===== src/rtl/tx_frame_scheduler.sv =====
// tx_frame_scheduler: shares the 8b/10b transmitter between two byte-stream
// requesters and a PRBS link-test request. Frames go out as header word,
// payload bytes, optional checksum word, then a fixed idle gap.
// Optional feature macro: TX_SCHED_CHECKSUM_EN (XOR checksum trailer word).
// Handshakes: a requester byte transfers on a clk_bit edge where
// reqN_valid && reqN_ready; tx consumes tx_d_in/tx_d_in_valid on an edge
// where tx_read_enable is high. Neither side may retract a presented item.
module tx_frame_scheduler #(
  parameter int MAX_LEN   = 64,
  parameter int GAP_WORDS = 2
) (
  input  logic       clk_bit,
  input  logic       rst,
  input  logic [7:0] req0_data,
  input  logic       req0_valid,
  input  logic       req0_last,
  output logic       req0_ready,
  input  logic [7:0] req1_data,
  input  logic       req1_valid,
  input  logic       req1_last,
  output logic       req1_ready,
  input  logic       prbs_req,
  input  logic       tx_read_enable,
  output logic [7:0] tx_d_in,
  output logic       tx_d_in_valid,
  output logic       tx_prbs_on,
  output logic [1:0] grant,
  output logic       underrun,
  output logic [2:0] o_dbg_state
);

  typedef enum logic [2:0] {
    S_IDLE    = 3'd0,
    S_HEADER  = 3'd1,
    S_PAYLOAD = 3'd2,
    S_TRAILER = 3'd3,
    S_GAP     = 3'd4,
    S_PRBS    = 3'd5
  } state_t;

  state_t     r_state, w_state_nxt;

  logic [7:0] r_d_in, w_d_in_nxt;
  logic       r_d_valid, w_d_valid_nxt;
  logic       r_prbs_on, w_prbs_on_nxt;
  logic [1:0] r_grant, w_grant_nxt;
  logic       r_underrun, w_underrun_nxt;
  logic [7:0] r_cnt, w_cnt_nxt;
  logic [3:0] r_gap_cnt, w_gap_cnt_nxt;
  // Index of the requester served most recently; 1 after reset so that
  // requester 0 wins the first tie.
  logic       r_rr_last, w_rr_last_nxt;
`ifdef TX_SCHED_CHECKSUM_EN
  logic [7:0] r_csum, w_csum_nxt;
`endif

  logic       w_loadable;
  logic       w_consume;
  logic       w_byte_valid;
  logic       w_byte_last;
  logic [7:0] w_byte_data;
  logic       w_accept;
  logic       w_final;
  logic       w_any_req;
  logic       w_pick1;
  logic [7:0] w_header;
  logic       w_gap_slot;
  logic       w_gap_done;

  // The OHR can take a new word if it is empty or being consumed right now.
  assign w_loadable   = !r_d_valid || tx_read_enable;
  assign w_consume    = r_d_valid && tx_read_enable;
  assign w_byte_valid = r_grant[1] ? req1_valid : req0_valid;
  assign w_byte_last  = r_grant[1] ? req1_last  : req0_last;
  assign w_byte_data  = r_grant[1] ? req1_data  : req0_data;
  assign w_accept     = (r_state == S_PAYLOAD) && w_loadable && w_byte_valid;
  // last on the MAX_LEN-th byte closes just this one frame.
  assign w_final      = w_accept && (w_byte_last || (r_cnt == 8'(MAX_LEN - 1)));
  assign w_any_req    = req0_valid || req1_valid;
  assign w_pick1      = req1_valid && (!req0_valid || !r_rr_last);
  assign w_header     = {4'hA, 3'b000, w_pick1};
  // Gap slots are strobes that find the OHR empty; the strobe consuming the
  // final frame word is not part of the gap.
  assign w_gap_slot   = (r_state == S_GAP) && tx_read_enable && !r_d_valid;
  assign w_gap_done   = w_gap_slot && (r_gap_cnt == 4'(GAP_WORDS - 1));

  assign req0_ready   = !rst && (r_state == S_PAYLOAD) && r_grant[0] && w_loadable;
  assign req1_ready   = !rst && (r_state == S_PAYLOAD) && r_grant[1] && w_loadable;

  assign tx_d_in       = r_d_in;
  assign tx_d_in_valid = r_d_valid;
  assign tx_prbs_on    = r_prbs_on;
  assign grant         = r_grant;
  assign underrun      = r_underrun;
  assign o_dbg_state   = r_state;

  // State register.
  always_ff @(posedge clk_bit) begin
    if (rst) r_state <= S_IDLE;
    else     r_state <= w_state_nxt;
  end

  // Next-state selection.
  always_comb begin
    w_state_nxt = r_state;
    case (r_state)
      S_IDLE: begin
        if (prbs_req)       w_state_nxt = S_PRBS;
        else if (w_any_req) w_state_nxt = S_HEADER;
      end
      S_HEADER: if (w_consume) w_state_nxt = S_PAYLOAD;
      S_PAYLOAD: begin
        if (w_final) begin
`ifdef TX_SCHED_CHECKSUM_EN
          w_state_nxt = S_TRAILER;
`else
          w_state_nxt = S_GAP;
`endif
        end
      end
`ifdef TX_SCHED_CHECKSUM_EN
      S_TRAILER: if (w_loadable) w_state_nxt = S_GAP;
`endif
      S_GAP:  if (w_gap_done) w_state_nxt = S_IDLE;
      S_PRBS: if (!prbs_req)  w_state_nxt = S_IDLE;
      default: w_state_nxt = S_IDLE;
    endcase
  end

  // Next values of the registered outputs and datapath registers.
  always_comb begin
    w_d_in_nxt     = w_consume ? 8'h00 : r_d_in;
    w_d_valid_nxt  = r_d_valid && !tx_read_enable;
    w_prbs_on_nxt  = 1'b0;
    w_grant_nxt    = r_grant;
    w_underrun_nxt = 1'b0;
    w_cnt_nxt      = r_cnt;
    w_gap_cnt_nxt  = r_gap_cnt;
    w_rr_last_nxt  = r_rr_last;
`ifdef TX_SCHED_CHECKSUM_EN
    w_csum_nxt     = r_csum;
`endif
    case (r_state)
      S_IDLE: begin
        if (prbs_req) begin
          w_prbs_on_nxt = 1'b1;
        end else if (w_any_req) begin
          w_d_in_nxt    = w_header;
          w_d_valid_nxt = 1'b1;
          w_grant_nxt   = w_pick1 ? 2'b10 : 2'b01;
          w_cnt_nxt     = 8'd0;
          w_gap_cnt_nxt = 4'd0;
`ifdef TX_SCHED_CHECKSUM_EN
          w_csum_nxt    = w_header;
`endif
        end
      end
      S_PAYLOAD: begin
        w_underrun_nxt = tx_read_enable && !r_d_valid;
        if (w_accept) begin
          w_d_in_nxt    = w_byte_data;
          w_d_valid_nxt = 1'b1;
          w_cnt_nxt     = r_cnt + 8'd1;
`ifdef TX_SCHED_CHECKSUM_EN
          w_csum_nxt    = r_csum ^ w_byte_data;
`endif
        end
      end
`ifdef TX_SCHED_CHECKSUM_EN
      S_TRAILER: begin
        if (w_loadable) begin
          w_d_in_nxt    = r_csum;
          w_d_valid_nxt = 1'b1;
        end
      end
`endif
      S_GAP: begin
        if (w_gap_slot) begin
          if (w_gap_done) begin
            w_gap_cnt_nxt = 4'd0;
            w_grant_nxt   = 2'b00;
            w_rr_last_nxt = r_grant[1];
          end else begin
            w_gap_cnt_nxt = r_gap_cnt + 4'd1;
          end
        end
      end
      S_PRBS: w_prbs_on_nxt = prbs_req;
      default: ;
    endcase
  end

  // Registered outputs and datapath; reset abandons any frame in progress.
  always_ff @(posedge clk_bit) begin
    if (rst) begin
      r_d_in     <= 8'h00;
      r_d_valid  <= 1'b0;
      r_prbs_on  <= 1'b0;
      r_grant    <= 2'b00;
      r_underrun <= 1'b0;
      r_cnt      <= 8'd0;
      r_gap_cnt  <= 4'd0;
      r_rr_last  <= 1'b1;
`ifdef TX_SCHED_CHECKSUM_EN
      r_csum     <= 8'h00;
`endif
    end else begin
      r_d_in     <= w_d_in_nxt;
      r_d_valid  <= w_d_valid_nxt;
      r_prbs_on  <= w_prbs_on_nxt;
      r_grant    <= w_grant_nxt;
      r_underrun <= w_underrun_nxt;
      r_cnt      <= w_cnt_nxt;
      r_gap_cnt  <= w_gap_cnt_nxt;
      r_rr_last  <= w_rr_last_nxt;
`ifdef TX_SCHED_CHECKSUM_EN
      r_csum     <= w_csum_nxt;
`endif
    end
  end

endmodule


===== config.mk =====
export PLATFORM = sky130hd
export DESIGN_NAME = tx_frame_scheduler
export DESIGN_NICKNAME = d
export VERILOG_FILES = /design/src/rtl/tx_frame_scheduler.sv
export SDC_FILE = /design/constraint.sdc
export NUM_CORES = 1
export LEC_CHECK = 0
export ABC_AREA = 1
export ABC_CLOCK_PERIOD_IN_PS = 4400
export BUFFER_PORTS_ARGS = -buffer_cell sky130_fd_sc_hd__buf_2
export CAP_MARGIN = 15
export CELL_PAD_IN_SITES_DETAIL_PLACEMENT = 1
export CELL_PAD_IN_SITES_GLOBAL_PLACEMENT = 1
export CORE_ASPECT_RATIO = 0.75
export CORE_MARGIN = 2
export CORE_UTILIZATION = 39
export CTS_CLUSTER_SIZE = 8
export DETAILED_ROUTE_END_ITERATION = 10
export GPL_TIMING_DRIVEN = 0
export PLACE_DENSITY = 0.81
export SLEW_MARGIN = 20
export SYNTH_ARGS = -nofsm -noshare
export SYNTH_HDL_FRONTEND = slang
export SYNTH_SLANG_ARGS = --single-unit

===== constraint.sdc =====
create_clock -name clk_bit -period 4.4 [get_ports clk_bit]
set_clock_uncertainty 0.2 [all_clocks]
set_input_delay 1.1 -clock clk_bit [delete_from_list [all_inputs] [get_ports clk_bit]]
set_output_delay 1.1 -clock clk_bit [all_outputs]
set_load 0.02 [all_outputs]

Word level (Yosys, flattened, before mapping)
Index checks and enable logic that the tools add are counted.
{ "totals": {"reg_bits": 29, "output_inout_bits": 18} }
{ "classes": {"n_addsub": 2, "n_eq_ne": 15, "mux": 36, "bitwise_logic": 1, "n_reduce_logical": 33} }
{ "op_table": {"columns": ["cell", "count"], "rows": [
  ["$mux 8", 8],
  ["$pmux 8 s2", 2],
  ["$mux 3", 6],
  ["$mux 4", 4],
  ["$ne 2x2->1 const B", 8],
  ["$logic_and 1x1->1", 15],
  ["$pmux 3 s5", 1],
  ["$mux 2", 5],
  ["$reduce_and 5->1", 2],
  ["$add 8x1->8 const B", 1],
  ["$eq 8x6->1 const B", 1],
  ["$pmux 4 s2", 1],
  ["$reduce_and 4->1", 2],
  ["$eq 3x3->1 const B", 2],
  ["$mux 1", 6],
  ["$logic_not 1->1", 5],
  ["$add 4x1->4 const B", 1],
  ["$eq 4x1->1 const B", 1],
  ["$logic_or 1x1->1", 4],
  ["$pmux 1 s2", 2],
  ["$pmux 2 s2", 1],
  ["$reduce_bool 2->1", 2],
  ["$eq 3x1->1 const B", 1],
  ["$eq 3x2->1 const B", 1],
  ["5 further kinds", 5]
]} }

Longest topological paths before layout
Gate-level depths: netlist (run 1).
{ "logic_depth": {"word_depth": 7, "ltp_mapped": 10} }

Worst setup path after synthesis (run 1)
Ideal clock, no wire load.
{ "synth_timing": {"path_kind": "input port to output port", "start": "input port rst", "end": "output port req0_ready", "arrival_ps": 1886, "slack_ps": 1214, "path_stages": 3, "path_buffers": 0, "path_cell_list": "nor2_1 inv_1 nor3_1"} }
{ "synth_via": {"elab_chain_cells": 4} }
{ "synth_lines": {"columns": ["element", "line_no", "text"], "rows": [
  ["from (decl)", "13", "input logic rst,"],
  ["$logic_not 1->1", "87", "assign req0_ready = !rst && (r_state == S_PAYLOAD) && r_grant[0] && w_loadable;"],
  ["$logic_and 1x1->1 (3 in series)", "87", null],
  ["to (decl)", "17", "output logic req0_ready,"]
]} }
Every way passes these cells.

Worst setup path after layout (run 1)
{ "layout_timing": {"start": "input port rst", "end": "output port req1_ready"} }
{ "layout_via": {"elab_chain_cells": 4} }
{ "layout_lines": {"columns": ["element", "line_no", "text"], "rows": [
  ["$logic_not 1->1", "88", "assign req1_ready = !rst && (r_state == S_PAYLOAD) && r_grant[1] && w_loadable;"],
  ["$logic_and 1x1->1 (3 in series)", "88", null],
  ["to (decl)", "21", "output logic req1_ready,"]
]} }
Every way passes these cells.

==> results.toml, run 1 <==
[global_routing]
grt_overflow = 0
track_usage_pct = 22.4
grt_start_max_net_pins = 11
first_global_vias = 1804
antenna_found_initial = 0
grt_pass1_wl_um = 8160

[timing]
period_share_pct = 78.0
rsz0062_at_grt = "no"
fmax_mhz = 291
tightest_slew_ps = 532
min_period_ps = 3430
finalSetupViolCount = 0
setup_ws_ps = 967
fin_tns_setup_ps = 0
hold_viol = 0
drv_slew = 0
relSlewSlack_pct = 64.5

[routing]
wirelength_um = 4750
ant_nets = 0
drc = 0
first_iter_violations = 24
routed_via_density = 4.86
dr.pass1.iters = 4
wl_per_cell_um = 13.7
num_vias = 1681

[placement]
place_ws_ps = 1020
place.gp.congestion = 0.798
portBuffers = 41
hpwlAfterDp_um = 3590
placed_cell_area_sq_mm = 0.00191

[floorplan]
ioPinCount = 42
die_area_sq_mm = 0.00473
start_util_pct = 40.6
placementRows = 20
fp.dieH_um = 60.1
core_sq_mm = 0.00403
fp.dieW_um = 78.8

[cts]
clockBufferDepth = 2
path_clk_slew_ps = 60
cts.sinks = 29
cts_tree = "built"
cts-resized-gates = 0
clockRootBuffer = "clkbuf_8"
clock_latency_ps = 280
cts.hold.buffers_added = 0
cts_buffers = 5
post_cts_buffers = 0
h-tree-depth = 2

[worst_setup_path]
critPathKind = "input port to primary output"
rrSetupSlack_ps = 2550
startpoint = "rst"
end_kind = "primary output"
start_kind = "input port"
critPathMaxFanout = 5
crit_arrival_ps = 2130
required_ps = 3100
reg2regPathDepth = 10
critPathCapture = "req1_ready"
timing.rr.end = "o_dbg_state[1]$_SDFFE_PP0P_"
rr_startpoint = "r_cnt[0]$_SDFFE_PP0P_"

[finish]
drive_gt1_share_pct = 26.8
final_area_sq_mm = 0.00201
areaGrowthSynthToFinish_pct = 23.0
num_antenna_cells = 0
nFillCells = 561
fin_nets = 317

[yosys]
ys_async_sr_fraction_pct = 0
synth_edf_count = 0
syn-mean-instance-area_sq_um = 6.76
ys.flop_type = "dfxtp_1"
synth_area_sq_mm = 0.00164
syn_inst = 242
syn_nets = 269
synth-seq-cells = 29
ys_warn_count = 0
yosysUniqueCellTypes = 29
seq_area_frac_synth_pct = 35.5

[power]
total_power_mw = 1.11
power.leakage_nw = 1.00
p_per_area_mw_per_mm2 = 554
ir_drop_mv = 0.203

[run_status]
outcome = "complete, no violations"

[flow_run]
maxCapViolCount = 0

[min_path]
hp-class = "flip-flop to flip-flop"
-- worst max-delay path, cell delays in order --
cell and delay [ps]:
buf_2 130, nor2_1 320, inv_1 190, nor3_1 190
buf_2 200
-- how the worst min path moves through the flow --
stage | startpoint | to | slack (ps) | cells past startpoint
after floorplan | r_cnt[6]$_SDFFE_PP0P_ | r_cnt[6]$_SDFFE_PP0P_ | 240 | 2
after global placement | tx_d_in[4]$_SDFF_PP0_ | tx_d_in[4]$_SDFF_PP0_ | 250 | 2
after detailed placement | tx_d_in[4]$_SDFF_PP0_ | tx_d_in[4]$_SDFF_PP0_ | 250 | 2
after CTS | tx_d_in[4]$_SDFF_PP0_ | tx_d_in[4]$_SDFF_PP0_ | 260 | 2
after global routing | tx_d_in[4]$_SDFF_PP0_ | tx_d_in[4]$_SDFF_PP0_ | 290 | 2
final | tx_d_in[4]$_SDFF_PP0_ | tx_d_in[4]$_SDFF_PP0_ | 260 | 2
-- routing by layer --
| metal | vias to the layer above | part of all wire (%) | global-route usage [%] |
|---|---|---|---|
| met5 | - | 0 | 0 |
| met4 | 0 | 1.2 | 6.52 |
| met3 | 6 | 2.7 | 4.38 |
| met2 | 23 | 47 | 40.4 |
| met1 | 797 | 49 | 27.4 |
| li1 | 855 | - | - |
-- registers in the layout, indices dropped and copies added, names as in the netlist --
signal	count
r_cnt	8
tx_d_in	8
r_gap_cnt	4
o_dbg_state	3
grant	2
r_rr_last	1
tx_d_in_valid	1
tx_prbs_on	1
underrun	1
-- synth_stat cells (2+ instances only) --
| library cell | n | area share, % |
|---|---|---|
| nand2_1 | 74 | 17 |
| dfxtp_1 | 29 | 36 |
| inv_1 | 28 | 6.4 |
| a21oi_1 | 22 | 6.7 |
| nor2_1 | 19 | 4.4 |
| o21ai_0 | 10 | 3.1 |
| nand2_2 | 8 | 3.1 |
| nand3_1 | 8 | 2.4 |
| nor3_1 | 5 | 1.5 |
| nor2_2 | 4 | 1.5 |
| nor2_4 | 4 | 2.8 |
| o21ai_1 | 4 | 1.2 |
| ha_1 | 3 | 2.3 |
| inv_2 | 3 | 0.69 |
| nand2_4 | 3 | 2.1 |
| xor2_1 | 3 | 1.6 |
| buf_2 | 2 | 0.61 |
| nand4_1 | 2 | 0.76 |
-- cells in the final DEF, fill, tap and decap left out, types with 2 or more instances in the layout --
cell type,count
nand4_1,2
o21ai_0,10
ha_1,3
nor3_1,5
o21ai_1,4
inv_2,3
inv_1,28
nor2_4,4
nand2_4,3
nor2_2,4
nand3_1,8
a21oi_1,22
nand2_2,8
nor2_1,19
dfxtp_1,29
clkbuf_8,7
nand2_1,74
xor2_1,3
buf_2,43
-- logic make-up after synthesis --
| family | after synthesis | synth area share, % |
|---|---|---|
| AND/OR/NAND/NOR | 132 | 39.6 |
| AO/OA/AOI/OAI | 39 | 12.3 |
| buffers and inverters | 36 | 8.72 |
| flip-flops | 29 | 35.5 |
| XOR/XNOR | 3 | 1.61 |
| adder cells (fa/ha/maj) | 3 | 2.30 |
-- report_power, final --
part | internal [mW] | switching (mW) | leakage [nW] | total, mW
Sequential | 0.307 | 0.0512 | 0.236 | 0.358
Clock | 0.141 | 0.101 | 0.0542 | 0.243
Combinational | 0.163 | 0.351 | 0.712 | 0.514
-- stage by stage --
stage	util [%]	hold slack [ps]	instances
2_1_floorplan	-	244	242
3_3_place_gp	47.4	246	338
3_5_place_dp	47.4	250	338
4_1_cts	49.9	260	346
5_1_grt	49.9	290	346
6_report	49.9	259	346
-- final cells by class --
class,count,area [sq um],area share (%)
clock inverter,1,5.00,0.249
sequential,29,581,28.9
tap,55,68.8,3.42
buffer,3,13.8,0.685
clock buffer,7,96.3,4.79
timing repair buffer,41,205,10.2
multi-input combinational,177,912,45.4
inverter,33,129,6.41
Power figures use the tool's default switching activity.
==> run 2, diff against run 1 <==
- ABC_AREA: 1 -> 0
- ABC_CLOCK_PERIOD_IN_PS: 4400 -> 3400
- CORE_UTILIZATION: 39 -> 37
- PLACE_DENSITY: 0.81 -> 0.74
- clock period: 4.4 -> 3.4 ns (I/O delays scaled with it)
==> run 2 against run 1 <==
Compared with the run above:
- die area decreased by 2.8%
- core utilization shrank 2.6 points
- highest routed layer unchanged
- cell count decreased by 19%
- sequential share of layout area increased by 2.0 points
- worst hold slack gained 18 ps
- synthesized cell count fell by 28%
- critical endpoint unchanged
==> results.toml, run 2 <==
[yosys]
syn-mean-instance-area_sq_um = 8.60
synth_area_sq_mm = 0.00151
syn_nets = 202
yosysUniqueCellTypes = 45
seq_area_frac_synth_pct = 38.6
ys_warn_count = 0
synth_top_area_share_pct = 38.6
synth_edf_count = 0
yosys-top-cells-area = "dfxtp_1 39%, nor2_1 7.2%, mux2i_1 5.3%"
synth-seq-cells = 29
ys_async_sr_fraction_pct = 0
synth_common_cells = "29 x dfxtp_1, 29 x nor2_1, 12 x nand2_1"
ys.flop_type = "dfxtp_1"
syn_inst = 175
synth.largest_area_cell = "dfxtp_1"

[cts]
clockRootBuffer = "clkbuf_8"
clock_latency_ps = 290
clockBufferDepth = 2
cts_tree = "built"
post_cts_buffers = 0
cts_buffers = 5
cts-resized-gates = 0
cts.sinks = 29
h-tree-depth = 2
cts.hold.buffers_added = 0
path_clk_slew_ps = 60

[placement]
portBuffers = 41
hpwlAfterDp_um = 3320
place.gp.congestion = 0.839

[finish]
areaGrowthSynthToFinish_pct = 24.9
num_antenna_cells = 0
final_common_cell = "buf_2"
drive_gt1_share_pct = 29.0
final_cell_mix = "43 x buf_2, 29 x nor2_1, 29 x dfxtp_1, 12 x nand2_1, 8 x mux2i_1"
fin_nets = 250

[global_routing]
first_global_vias = 1493
grt_start_max_net_pins = 11
grt_pass1_wl_um = 7090
grt_overflow = 0
antenna_found_initial = 0
track_usage_pct = 20.2

[routing]
wl_met1_um = 2040
dr.max_layer_used = "met4"
wl_per_cell_um = 15.7
dr.pass1.iters = 4
wirelength_um = 4390
num_vias = 1501
first_iter_violations = 73
drc = 0
wl_met3_um = 197
routed_via_density = 5.38
ant_nets = 0
wl_met2_um = 2080

[timing]
drv_slew = 0
fin_tns_setup_ps = 0
worst_hold_slack_ps = 277
rsz0062_at_grt = "no"
relSlewSlack_pct = 52.5
finalSetupViolCount = 0
tightest_slew_ps = 711
period_share_pct = 85.7
fmax_mhz = 343
hold_viol = 0
min_period_ps = 2910

[floorplan]
core_sq_mm = 0.00398
die_area_sq_mm = 0.00460
fp.dieW_um = 77.7
start_util_pct = 37.8
ioPinCount = 42
fp.dieH_um = 59.2
placementRows = 20

[worst_setup_path]
end_kind = "primary output"
path_cells = "buf_1 > inv_1 > nor4_1 > buf_2"
critPathMaxFanout = 10
reg2regPathDepth = 7
crit_arrival_ps = 1860
required_ps = 2350
slowest_stage = "buf_1"
start_kind = "flip-flop"
critPathKind = "flip-flop to primary output"
slowest_delay_ps = 490

[power]
switching_share_pct = 28.2
ir_drop_mv = 0.151
power.leakage_nw = 0.767
power_switching_mw = 0.230
p_seq_share_pct = 44.0
p_per_area_mw_per_mm2 = 435
p_comb_share_pct = 16.6
clock_power_share_pct = 39.4
internal_power_mw = 0.587

[min_path]
hold_depth = 1
hp-class = "flip-flop to flip-flop"

[flow_run]
maxCapViolCount = 0

[run_status]
outcome = "complete, no violations"
## run 2: power by group through the flow
| stage | Sequential [mW] | Clock [mW] | Combinational [mW] |
|---|---|---|---|
| 6_report | 0.359 | 0.322 | 0.136 |
| 4_1_cts | 0.359 | 0.330 | 0.136 |
| 5_1_grt | 0.361 | 0.344 | 0.150 |
| 3_5_place_dp | 0.367 | 0 | 0.135 |
| 2_1_floorplan | 0.378 | 0 | 0.0760 |
| 3_3_place_gp | 0.366 | 0 | 0.130 |
## run 2: area by class of cell
class,instances,area (sq um)
Fill cell,510,2100
Multi-Input combinational cell,136,881
Sequential cell,29,581
Timing Repair Buffer,41,205
Clock buffer,7,96.3
Tap cell,55,68.8
Buffer,7,32.5
Inverter,3,11.3
Clock inverter,1,5.00
## run 2: final timing paths
path	slack, ps	end	from
setup / recovery	490	req1_ready	grant[1]$_SDFFE_PP0P_
setup reg to reg	1130	r_cnt[3]$_SDFFE_PP0P_	o_dbg_state[2]$_SDFFE_PP0P_
hold reg to reg	280	r_rr_last$_SDFFE_PP1P_	r_rr_last$_SDFFE_PP1P_
hold / removal	280	r_rr_last$_SDFFE_PP1P_	r_rr_last$_SDFFE_PP1P_
## run 2: cell families (layout without fill, tap and decap cells)
| kind of cell | after synthesis | in the layout | synth area share (%) |
|---|---|---|---|
| compound gates | 34 | 34 | 16.0 |
| flops | 29 | 29 | 38.6 |
| xor+xnor | 7 | 7 | 4.07 |
| buf+inv | 10 | 59 | 2.91 |
| fa+ha+maj | 3 | 3 | 2.49 |
| simple gates | 79 | 79 | 26.9 |
| mux | 13 | 13 | 9.06 |
## run 2: metrics by stage
step | util [%] | power [mW] | setup WS, ps | instances | cell area (sq um)
floorplan | - | 0.454 | 596 | 175 | 1510
global placement | 44.7 | 0.496 | 582 | 271 | 1780
detailed placement | 44.7 | 0.502 | 539 | 271 | 1780
CTS | 47.3 | 0.825 | 482 | 279 | 1880
global route | 47.3 | 0.855 | 397 | 279 | 1880
finish | 47.3 | 0.817 | 487 | 279 | 1880
## run 2: per-layer routing
metal	vias to the layer above	global-route usage, %
li1	726	-
met1	733	25.4
met2	32	32.3
met3	10	5.95
met4	0	9.95
met5	-	0
## run 2: worst max-delay path: cells and delay by family (launching register included)
| family | cells | cell delay, ps |
|---|---|---|
| DFF | 1 | 410 |
| buffers and inverters | 3 | 840 |
| and+or+nand+nor | 1 | 320 |
==> run 3, diff against run 2 <==
- CORE_UTILIZATION: 37 -> 35
- CTS_CLUSTER_SIZE: 8 -> 14
- PLACE_DENSITY: 0.74 -> 0.71
==> run 3 against run 2 <==
Compared with the run above:
- count of clock-buffer cells in the layout is the same
- global-route usage shrank 1.1 points
- design area grew 0.80%
- cell count is the same
- non-clock buffer count is the same
- sequential cell count is the same
- clock power grew 15%
- die area grew 5.4%
- core utilization shrank 0.79 points
- wire length shrank 4.1%
- fmax grew 0.91%
==> results.toml, run 3 (synthesis results as in run 2) <==
[routing]
dr.pass1.iters = 4
wl_per_cell_um = 15.1
num_vias = 1461
wirelength_um = 4210
ant_nets = 0
routed_via_density = 5.24
first_iter_violations = 48
drc = 0

[worst_setup_path]
rr_startpoint = "o_dbg_state[2]$_SDFFE_PP0P_"
slowest_stage = "buf_1"
critPathKind = "flip-flop to primary output"
critPathBufInv = 3
slowest_delay_ps = 500
timing.rr.end = "r_cnt[3]$_SDFFE_PP0P_"
start_kind = "flip-flop"
path_cells = "buf_1 > inv_1 > nor4_1 > buf_2"
end_kind = "primary output"
critPathMaxFanout = 10
required_ps = 2350
reg2regPathDepth = 7
rrSetupSlack_ps = 1210
crit_arrival_ps = 1840
cpLargestDelayFamily = "buffers and inverters"

[cts]
post_cts_buffers = 0
path_clk_slew_ps = 70
cts_tree = "built"
cts.sinks = 29
h-tree-depth = 2
clockRootBuffer = "clkbuf_8"
cts_buffers = 5
cts.hold.buffers_added = 0
cts-resized-gates = 0
clockBufferDepth = 2
clock_latency_ps = 280

[placement]
portBuffers = 41
place_ws_ps = 569
hpwlAfterDp_um = 3210
place.gp.congestion = 0.878

[timing]
drv_slew = 0
period_share_pct = 84.9
worst_hold_slack_ps = 279
tightest_slew_ps = 691
setup_ws_ps = 514
fmax_mhz = 346
min_period_ps = 2890
rsz0062_at_grt = "no"
hold_viol = 0
fin_tns_setup_ps = 0
finalSetupViolCount = 0
relSlewSlack_pct = 53.5

[global_routing]
first_global_vias = 1436
grt_pass1_wl_um = 6970
track_usage_pct = 19.1
grt_start_max_net_pins = 11
antenna_found_initial = 0
grt_overflow = 0

[finish]
drive_gt1_share_pct = 28.6
multi_input_area_sq_um = 881
final_common_cell = "buf_2"
final_cell_mix = "43 x buf_2, 29 x nor2_1, 29 x dfxtp_1, 12 x nand2_1, 8 x mux2i_1"
areaGrowthSynthToFinish_pct = 25.9
num_antenna_cells = 0
nFillCells = 518
fin_nets = 250
seqCellArea_sq_um = 581

[min_path]
holdCritStartpoint = "r_rr_last$_SDFFE_PP1P_"
hp-class = "flip-flop to flip-flop"
worstHoldEndpoint = "r_rr_last$_SDFFE_PP1P_"
hold_depth = 1

[power]
p_per_area_mw_per_mm2 = 455
power.leakage_nw = 0.772
ir_drop_mv = 0.201

[floorplan]
die_area_sq_mm = 0.00485
start_util_pct = 36.9
fp.dieH_um = 60.8
core_sq_mm = 0.00408
fp.dieW_um = 79.7
ioPinCount = 42
placementRows = 20

[run_status]
outcome = "complete, no violations"

[flow_run]
maxCapViolCount = 0
[run 3: cell types whose count changed in the layout (fill, tap and decap cells not counted)]
cell,delta
bufinv_16,+1
clkbuf_1,+1
clkbuf_8,-1
clkinv_2,-1
[run 3: worst max path at each step]
stage                                      from                    end  slack [ps]  depth (start not counted)
after floorplan                             rst             req1_ready         600                          2
after global placement                 prbs_req  r_cnt[5]$_SDFFE_PP0P_         590                          6
after detailed placement         tx_read_enable             req0_ready         570                          5
after CTS                 grant[1]$_SDFFE_PP0P_             req1_ready         470                          4
after global routing      grant[1]$_SDFFE_PP0P_             req1_ready         350                          4
final                     grant[1]$_SDFFE_PP0P_             req1_ready         510                          4
[run 3: layer usage]
metal	routed length, um	track usage (%)	part of all wire, %	up-vias
met5	0	0	0	-
met1	1980	25.5	47	702
li1	-	-	-	726
met4	39	7.14	0.93	0
met3	197	4.61	4.7	5
met2	1990	30.5	47	28
[run 3: final cells by class]
cell class                 instances  share of cell area [%]
timing repair buffer              41                    10.8
multi-input combinational        136                    46.5
clock inverter                     1                    1.58
buffer                             7                    1.72
clock buffer                       7                    4.55
inverter                           3                   0.594
tap                               55                    3.63
sequential                        29                    30.6
[run 3: metrics by stage]
step / utilization, % / cells / area, sq um / total power, mW
floorplan: - / 175 / 1510 / 0.454
detailed placement: 43.6 / 271 / 1780 / 0.500
global placement: 43.6 / 271 / 1780 / 0.496
finish: 46.5 / 279 / 1900 / 0.863
global route: 46.5 / 279 / 1900 / 0.908
CTS: 46.5 / 279 / 1900 / 0.874
[run 3: power by group]
| group | leakage [nW] | switching, mW | internal, mW | total, mW |
|---|---|---|---|---|
| logic | 0.478 | 0.0802 | 0.0532 | 0.133 |
| registers | 0.235 | 0.00815 | 0.351 | 0.359 |
| clock network | 0.0585 | 0.131 | 0.239 | 0.370 |
| total | 0.772 | 0.220 | 0.643 | 0.863 |
